File: src/rtl/exec_cc_unit.sv
// Execute-stage sequencer: operand latch, add/sub/and/xor, CC register and branch condition.
// Define EXEC_CC_STALL_CNT_EN to add the stall_cnt output-backpressure counter.
module exec_cc_unit #(
    parameter int WIDTH = 64
) (
    input  logic             clk,
    input  logic             rst,
    input  logic             in_valid,
    output logic             in_ready,
    input  logic [3:0]       ifun,
    input  logic [WIDTH-1:0] valA,
    input  logic [WIDTH-1:0] valB,
    input  logic             set_cc,
    input  logic [3:0]       cond_fn,
    output logic             out_valid,
    input  logic             out_ready,
    output logic [WIDTH-1:0] valE,
    output logic             cnd,
    output logic             err,
    output logic [2:0]       cc
`ifdef EXEC_CC_STALL_CNT_EN
    ,
    output logic [31:0]      stall_cnt
`endif
);

    typedef enum logic [1:0] {IDLE, CALC, DONE} state_t;

    state_t state, state_nxt;

    logic [3:0]       op_ifun;
    logic [WIDTH-1:0] op_a;
    logic [WIDTH-1:0] op_b;
    logic             op_set;
    logic [3:0]       op_cond;
    logic [2:0]       cc_snap;

    logic [WIDTH-1:0] sum;
    logic [WIDTH-1:0] res;
    logic             legal;
    logic             zf, sf, of;
    logic             cnd_nxt;
    logic             accept;

    assign accept = in_valid && in_ready;

    always_ff @(posedge clk) begin
        if (rst) state <= IDLE;
        else     state <= state_nxt;
    end

    always_comb begin
        state_nxt = state;
        unique case (state)
            IDLE:    if (in_valid) state_nxt = CALC;
            CALC:    state_nxt = DONE;
            DONE:    if (out_ready) state_nxt = IDLE;
            default: state_nxt = IDLE;
        endcase
    end

    always_comb begin
        in_ready  = (state == IDLE) && !rst;
        out_valid = (state == DONE);
    end

    // Ripple-carry adder; subtraction inverts A and injects carry-in 1.
    always_comb begin
        logic m;
        logic c;
        m   = (op_ifun == 4'd1);
        c   = m;
        sum = '0;
        for (int i = 0; i < WIDTH; i++) begin
            logic bi;
            bi     = op_a[i] ^ m;
            sum[i] = op_b[i] ^ bi ^ c;
            c      = (op_b[i] & bi) | (c & (op_b[i] ^ bi));
        end
    end

    always_comb begin
        res   = '0;
        legal = 1'b1;
        of    = 1'b0;
        unique case (op_ifun)
            4'd0: begin
                res = sum;
                of  = (op_a[WIDTH-1] == op_b[WIDTH-1])
                   && (sum[WIDTH-1] != op_a[WIDTH-1]);
            end
            4'd1: begin
                res = sum;
                of  = (op_a[WIDTH-1] != op_b[WIDTH-1])
                   && (sum[WIDTH-1] != op_b[WIDTH-1]);
            end
            4'd2:    res = op_a & op_b;
            4'd3:    res = op_a ^ op_b;
            default: legal = 1'b0;
        endcase
        zf = (res == '0);
        sf = res[WIDTH-1];
    end

    // Condition uses the CC captured at acceptance, not this op's flags.
    always_comb begin
        logic z, s, o;
        {z, s, o} = cc_snap;
        cnd_nxt = 1'b0;
        unique case (op_cond)
            4'd0:    cnd_nxt = 1'b1;
            4'd1:    cnd_nxt = (s ^ o) | z;
            4'd2:    cnd_nxt = s ^ o;
            4'd3:    cnd_nxt = z;
            4'd4:    cnd_nxt = ~z;
            4'd5:    cnd_nxt = ~(s ^ o);
            4'd6:    cnd_nxt = ~(s ^ o) & ~z;
            default: cnd_nxt = 1'b0;
        endcase
    end

    always_ff @(posedge clk) begin
        if (rst) begin
            op_ifun <= '0;
            op_a    <= '0;
            op_b    <= '0;
            op_set  <= 1'b0;
            op_cond <= '0;
            cc_snap <= 3'b100;
            valE    <= '0;
            cnd     <= 1'b0;
            err     <= 1'b0;
            cc      <= 3'b100;
        end else begin
            if (accept) begin
                op_ifun <= ifun;
                op_a    <= valA;
                op_b    <= valB;
                op_set  <= set_cc;
                op_cond <= cond_fn;
                cc_snap <= cc;
            end
            if (state == CALC) begin
                valE <= res;
                err  <= !legal;
                cnd  <= cnd_nxt;
                if (op_set && legal) cc <= {zf, sf, of};
            end
        end
    end

`ifdef EXEC_CC_STALL_CNT_EN
    always_ff @(posedge clk) begin
        if (rst)
            stall_cnt <= '0;
        else if (out_valid && !out_ready && stall_cnt != 32'hFFFF_FFFF)
            stall_cnt <= stall_cnt + 32'd1;
    end
`endif

endmodule

File: config.mk
export PLATFORM = sky130hd
export DESIGN_NAME = exec_cc_unit
export DESIGN_NICKNAME = d
export VERILOG_FILES = /design/src/rtl/exec_cc_unit.sv
export SDC_FILE = /design/constraint.sdc
export NUM_CORES = 1
export LEC_CHECK = 0
export CELL_PAD_IN_SITES_DETAIL_PLACEMENT = 0
export CELL_PAD_IN_SITES_GLOBAL_PLACEMENT = 1
export CORE_AREA = 4 4 175 177
export DETAILED_ROUTE_END_ITERATION = 10
export DIE_AREA = 0 0 179 181
export PLACE_DENSITY_LB_ADDON = 0.1
export SLEW_MARGIN = 40
export SYNTH_ARGS = -nofsm -noshare
export SYNTH_HDL_FRONTEND = slang
export SYNTH_SLANG_ARGS = --single-unit
File: constraint.sdc
create_clock -name clk -period 33.9 [get_ports clk]
set_input_delay 6.78 -clock clk [delete_from_list [all_inputs] [get_ports clk]]
set_output_delay 6.78 -clock clk [all_outputs]
set_load 0.02 [all_outputs]
==> report_table.html <==
<table>
<tr><th>Metric</th><th>Value</th></tr>
<tr><th colspan="2">Outcome</th></tr>
<tr><td>Outcome</td><td>complete, no violations</td></tr>
<tr><th colspan="2">Critical path</th></tr>
<tr><td>Cell type of the slowest stage on the worst timing path</td><td>sky130_fd_sc_hd__dfxtp_4</td></tr>
<tr><td>Arrival time at the worst endpoint</td><td>28.95 ns</td></tr>
<tr><td>Maximum cell stage delay along the critical path</td><td>roughly 0.76 ns</td></tr>
<tr><td>Critical path launch point type</td><td>register</td></tr>
<tr><td>Data required, critical path</td><td>between 30 and 40 ns</td></tr>
<tr><td>Number of cells on the worst reg-to-reg path</td><td>76</td></tr>
<tr><td>Start-to-end type of the worst setup path</td><td>reg2reg</td></tr>
<tr><td>Most used cell, CP</td><td>sky130_fd_sc_hd__fa_1</td></tr>
<tr><td>Peak fanout along the critical path</td><td>63</td></tr>
<tr><td>Launch point of the worst reg-to-reg path</td><td>op_ifun[1]$_SDFFE_PP0P_</td></tr>
<tr><td>Critical path capture point type</td><td>register</td></tr>
<tr><td>Reg-to-Reg End</td><td>cc[2]$_SDFFE_PP1P_</td></tr>
<tr><td>Slack of the worst reg-to-reg path</td><td>5.41 ns</td></tr>
<tr><th colspan="2">Clocking</th></tr>
<tr><td>Buffer cell driving the clock tree root</td><td>sky130_fd_sc_hd__clkbuf_16</td></tr>
<tr><td>CTS Hold Bufs</td><td>0</td></tr>
<tr><td>Post-cts gate resize count</td><td>0</td></tr>
<tr><td>CTS clk-pin slew, worst paths</td><td>0.06 ns</td></tr>
<tr><td>Maximum level of the CTS H-tree</td><td>1</td></tr>
<tr><td>Number of post-CTS setup repair buffers</td><td>0</td></tr>
<tr><td>Worst skew pair latency</td><td>about 0.52 ns</td></tr>
<tr><td>Clock net sink count</td><td>211</td></tr>
<tr><td>Number of buffers added by the clock tree synthesis step</td><td>25</td></tr>
<tr><td>Maximum root-to-sink buffer count</td><td>3</td></tr>
<tr><td>CTS tree</td><td>built</td></tr>
<tr><th colspan="2">Layout</th></tr>
<tr><td>Antenna diodes</td><td>0</td></tr>
<tr><td>Area grow syn2layout</td><td>26.7%</td></tr>
<tr><td>Number of nets in the layout</td><td>1,750</td></tr>
<tr><td>Share of cells above drive strength 1</td><td>3.67%</td></tr>
<tr><td>Final design area excluding fillers</td><td>14,600 µm²</td></tr>
<tr><th colspan="2">Logic synthesis</th></tr>
<tr><td>Post-synthesis net count</td><td>1,602</td></tr>
<tr><td>Unique masters post-synth</td><td>41</td></tr>
<tr><td>Synth Register Bits</td><td>211</td></tr>
<tr><td>Synth warnings</td><td>0</td></tr>
<tr><td>Cell types occupying the most area after synthesis</td><td>sky130_fd_sc_hd__dfxtp_1 (37%), sky130_fd_sc_hd__fa_1 (11%), sky130_fd_sc_hd__nand2_1 (9.4%), sky130_fd_sc_hd__a21oi_1 (8.9%), sky130_fd_sc_hd__ha_1 (7.0%)</td></tr>
<tr><td>Post-Syn Instances</td><td>1,335</td></tr>
<tr><td>Seq/Total Area, Yosys</td><td>36.7%</td></tr>
<tr><td>Post-synth top area cell</td><td>sky130_fd_sc_hd__dfxtp_1</td></tr>
<tr><td>Most used flip-flop cell after synthesis</td><td>sky130_fd_sc_hd__dfxtp_1</td></tr>
<tr><td>Yosys top cell area share</td><td>a little under two fifths</td></tr>
<tr><td>Post-synth ARST share</td><td>0%</td></tr>
<tr><td>Cell Area, Synth</td><td>11,500 µm²</td></tr>
<tr><td>Number of synthesized flops with an enable pin</td><td>0</td></tr>
<tr><td>Avg Synthesized Cell Area</td><td>8.62 µm²</td></tr>
<tr><th colspan="2">STA</th></tr>
<tr><td>Final Skew</td><td>0.00970 ns</td></tr>
<tr><td>Worst Tran Pin Value</td><td>0.816 ns</td></tr>
<tr><td>Final Setup Violations</td><td>0</td></tr>
<tr><td>Final hold violation count</td><td>0</td></tr>
<tr><td>Crit share post-route</td><td>84.0%</td></tr>
<tr><td>Worst setup slack after layout</td><td>5.41 ns</td></tr>
<tr><td>Worst slew slack as a fraction of its limit</td><td>45.6%</td></tr>
<tr><td>Final critical path time including I/O delays and setup</td><td>28.49 ns</td></tr>
<tr><td>Final-layout setup total negative slack</td><td>0 ns</td></tr>
<tr><td>Max Freq</td><td>35.1 MHz</td></tr>
<tr><td>Final max-slew violation count</td><td>0</td></tr>
<tr><td>RSZ-0062 raised after global routing</td><td>no</td></tr>
<tr><th colspan="2">Routing</th></tr>
<tr><td>DRT antenna net count</td><td>0</td></tr>
<tr><td>Pre-Repair DR Iteration Count</td><td>5</td></tr>
<tr><td>DRC Markers</td><td>0</td></tr>
<tr><td>Post-detailed-routing wire length</td><td>33,500 µm</td></tr>
<tr><td>Via density per instance</td><td>between 5 and 6</td></tr>
<tr><td>Post-detailed-route wirelength per cell</td><td>17.7 µm</td></tr>
<tr><td>Number of vias in the routed layout</td><td>9,499</td></tr>
<tr><td>Number of DRC violations after detailed-routing iteration 0</td><td>520</td></tr>
<tr><th colspan="2">Place</th></tr>
<tr><td>Pre-CTS setup slack</td><td>between 5 and 6 ns</td></tr>
<tr><td>HPWL after detailed placement</td><td>23,900 µm</td></tr>
<tr><td>Standard cell area after detailed placement</td><td>around 14,000 µm²</td></tr>
<tr><td>Buffers on Ports</td><td>211</td></tr>
<tr><td>Global placement routability congestion</td><td>about 0.86</td></tr>
<tr><th colspan="2">Min path</th></tr>
<tr><td>Hold WC Path Type</td><td>reg2reg</td></tr>
<tr><td>Hold path start</td><td>op_ifun[3]$_SDFFE_PP0P_</td></tr>
<tr><td>Worst Hold Path Cells</td><td>2</td></tr>
<tr><td>Hold Path End</td><td>op_ifun[3]$_SDFFE_PP0P_</td></tr>
<tr><th colspan="2">Global route</th></tr>
<tr><td>Remaining global-route overflow</td><td>0</td></tr>
<tr><td>Initial antenna violation count</td><td>2</td></tr>
<tr><td>GRT Overall Usage</td><td>just over 20%</td></tr>
<tr><td>Via count of the first global-routing pass</td><td>9,472</td></tr>
<tr><td>Maximum number of pins on one net before global-route repair</td><td>roughly 120</td></tr>
<tr><td>Wire length of the first global-routing pass</td><td>53,000 µm</td></tr>
<tr><th colspan="2">Job</th></tr>
<tr><td>Max-cap violations</td><td>0</td></tr>
<tr><th colspan="2">Power and ir drop</th></tr>
<tr><td>Max IR drop VDD</td><td>37.4 µV</td></tr>
<tr><td>Total power density per cell area</td><td>44.3 nW/µm²</td></tr>
<tr><td>Static power due to leakage</td><td>5.97 nW</td></tr>
<tr><th colspan="2">Die</th></tr>
<tr><td>Overall die area</td><td>between 30,000 and 40,000 µm²</td></tr>
<tr><td>Initial Util</td><td>39.4%</td></tr>
<tr><td>DIE WIDTH</td><td>179 µm</td></tr>
<tr><td>Standard-cell rows</td><td>63</td></tr>
<tr><td>Die boundary height</td><td>181 µm</td></tr>
<tr><td>Core Area</td><td>29,200 µm²</td></tr>
<tr><td>I/O pin total</td><td>212</td></tr>
</table>
per-layer routing:
layer  vias up  part of all wire [%]  track usage [%]
li1       4819                     -                -
met1      4386                    49             31.2
met2       246                    42             29.9
met3        44                   6.5             3.89
met4         4                   1.8             4.05
met5         -                 0.063                0
metrics by stage:
| step | hold WS, ns | total power, mW | utilization [%] | cells |
|---|---|---|---|---|
| after floorplan | 0.431 | 0.344 | - | 1335 |
| after global placement | 0.441 | 0.394 | 47.1 | 1845 |
| after detailed placement | 0.447 | 0.396 | 47.2 | 1846 |
| after CTS | 0.455 | 0.655 | 49.9 | 1890 |
| after global routing | 0.490 | 0.680 | 49.9 | 1890 |
| final | 0.453 | 0.646 | 49.9 | 1890 |
cell families (layout without fill, tap and decap cells):
logic type,count (synthesis),in the layout,share of synthesized area (%)
buffers and inverters,112,277,4.13
and+or+nand+nor,466,466,16.5
AOI/OAI and AO/OA,285,285,13.9
xor gates and xnor gates,67,67,5.10
adders and majority gates,126,126,17.7
muxes,68,68,5.96
DFF,211,211,36.7
worst max path at each step:
stage | from | to | slack (ns) | cells after the start
final | op_ifun[1]$_SDFFE_PP0P_ | cc[2]$_SDFFE_PP1P_ | 5.41 | 76
after global placement | op_ifun[1]$_SDFFE_PP0P_ | cc[2]$_SDFFE_PP1P_ | 5.48 | 76
after global routing | op_ifun[1]$_SDFFE_PP0P_ | cc[2]$_SDFFE_PP1P_ | 3.96 | 76
after floorplan | op_ifun[0]$_SDFFE_PP0P_ | cc[2]$_SDFFE_PP1P_ | 6.17 | 81
after CTS | op_ifun[1]$_SDFFE_PP0P_ | cc[2]$_SDFFE_PP1P_ | 5.10 | 76
after detailed placement | op_ifun[1]$_SDFFE_PP0P_ | cc[2]$_SDFFE_PP1P_ | 5.19 | 76
power by group:
| part | internal [mW] | total [mW] | switching [mW] |
|---|---|---|---|
| Sequential | 0.259 | 0.273 | 0.0133 |
| Combinational | 0.0518 | 0.117 | 0.0652 |
| Clock | 0.154 | 0.257 | 0.102 |
registers in the layout (all words and copies together) (netlist names):
name	cells
op_set	1
op_a	64
cc	3
cnd	1
op_ifun	4
cc_snap	3
err	1
op_b	64
op_cond	4
state	2
valE	64
worst max-delay path, delay by kind of cell (launching register included):
family / cells / cell delay, ns
adder cells (fa/ha/maj): 62 / 25.62
flip-flops: 1 / 0.76
AO/OA/AOI/OAI: 2 / 0.51
buffers and inverters: 7 / 0.49
AND/OR/NAND/NOR: 2 / 0.43
XOR/XNOR: 2 / 0.33
multiplexers: 1 / 0.31
layout by cell type (no fill, tap or decap), types with 2 or more instances in the layout:
cell,netlist,layout
sky130_fd_sc_hd__a2111oi_0,2,2
sky130_fd_sc_hd__a21oi_1,205,205
sky130_fd_sc_hd__a22oi_1,58,58
sky130_fd_sc_hd__a31oi_1,2,2
sky130_fd_sc_hd__buf_4,2,6
sky130_fd_sc_hd__buf_6,3,2
sky130_fd_sc_hd__clkbuf_1,68,11
sky130_fd_sc_hd__clkbuf_16,0,25
sky130_fd_sc_hd__clkbuf_8,0,5
sky130_fd_sc_hd__clkdlybuf4s50_1,0,210
sky130_fd_sc_hd__clkinv_2,0,2
sky130_fd_sc_hd__dfxtp_1,211,209
sky130_fd_sc_hd__dfxtp_4,0,2
sky130_fd_sc_hd__fa_1,62,62
sky130_fd_sc_hd__ha_1,64,64
sky130_fd_sc_hd__inv_1,12,12
sky130_fd_sc_hd__mux2_2,3,3
sky130_fd_sc_hd__mux2i_1,64,64
sky130_fd_sc_hd__nand2_1,289,288
sky130_fd_sc_hd__nand2b_1,3,2
sky130_fd_sc_hd__nand3_1,2,2
sky130_fd_sc_hd__nand4_1,2,2
sky130_fd_sc_hd__nor2_1,127,127
sky130_fd_sc_hd__nor2b_1,4,4
sky130_fd_sc_hd__nor3_1,5,5
sky130_fd_sc_hd__nor4_1,21,20
sky130_fd_sc_hd__nor4b_1,2,2
sky130_fd_sc_hd__o211ai_1,3,3
sky130_fd_sc_hd__o21ai_0,11,11
sky130_fd_sc_hd__or4_1,5,5
sky130_fd_sc_hd__xnor2_1,7,7
sky130_fd_sc_hd__xor2_1,60,60
Yosys cell counts, types with 2 or more instances:
library cell,instances
sky130_fd_sc_hd__buf_4,2
sky130_fd_sc_hd__mux2_2,3
sky130_fd_sc_hd__nor2b_1,4
sky130_fd_sc_hd__nand3_1,2
sky130_fd_sc_hd__ha_1,64
sky130_fd_sc_hd__a2111oi_0,2
sky130_fd_sc_hd__nand4_1,2
sky130_fd_sc_hd__buf_6,3
sky130_fd_sc_hd__clkbuf_1,68
sky130_fd_sc_hd__nor2_1,127
sky130_fd_sc_hd__or4_1,5
sky130_fd_sc_hd__a31oi_1,2
sky130_fd_sc_hd__a22oi_1,58
sky130_fd_sc_hd__nor3_1,5
sky130_fd_sc_hd__buf_1,6
sky130_fd_sc_hd__nand2b_1,3
sky130_fd_sc_hd__nor4b_1,2
sky130_fd_sc_hd__o21ai_0,11
sky130_fd_sc_hd__inv_1,12
sky130_fd_sc_hd__nor4_1,21
sky130_fd_sc_hd__a21oi_1,205
sky130_fd_sc_hd__xnor2_1,7
sky130_fd_sc_hd__fa_1,62
sky130_fd_sc_hd__mux2i_1,64
sky130_fd_sc_hd__o211ai_1,3
sky130_fd_sc_hd__xor2_1,60
sky130_fd_sc_hd__dfxtp_1,211
sky130_fd_sc_hd__buf_2,20
sky130_fd_sc_hd__nand2_1,289
cell type report:
type                       count  area [µm²]
fill                        2843       14700
clock buffer                  41         736
multi-input combinational   1012        6840
clock inverter                 3        40.0
tap                          390         488
inverter                      13        51.3
sequential                   211        4230
timing repair buffer         220        2200
Power figures use the tool's default switching activity.
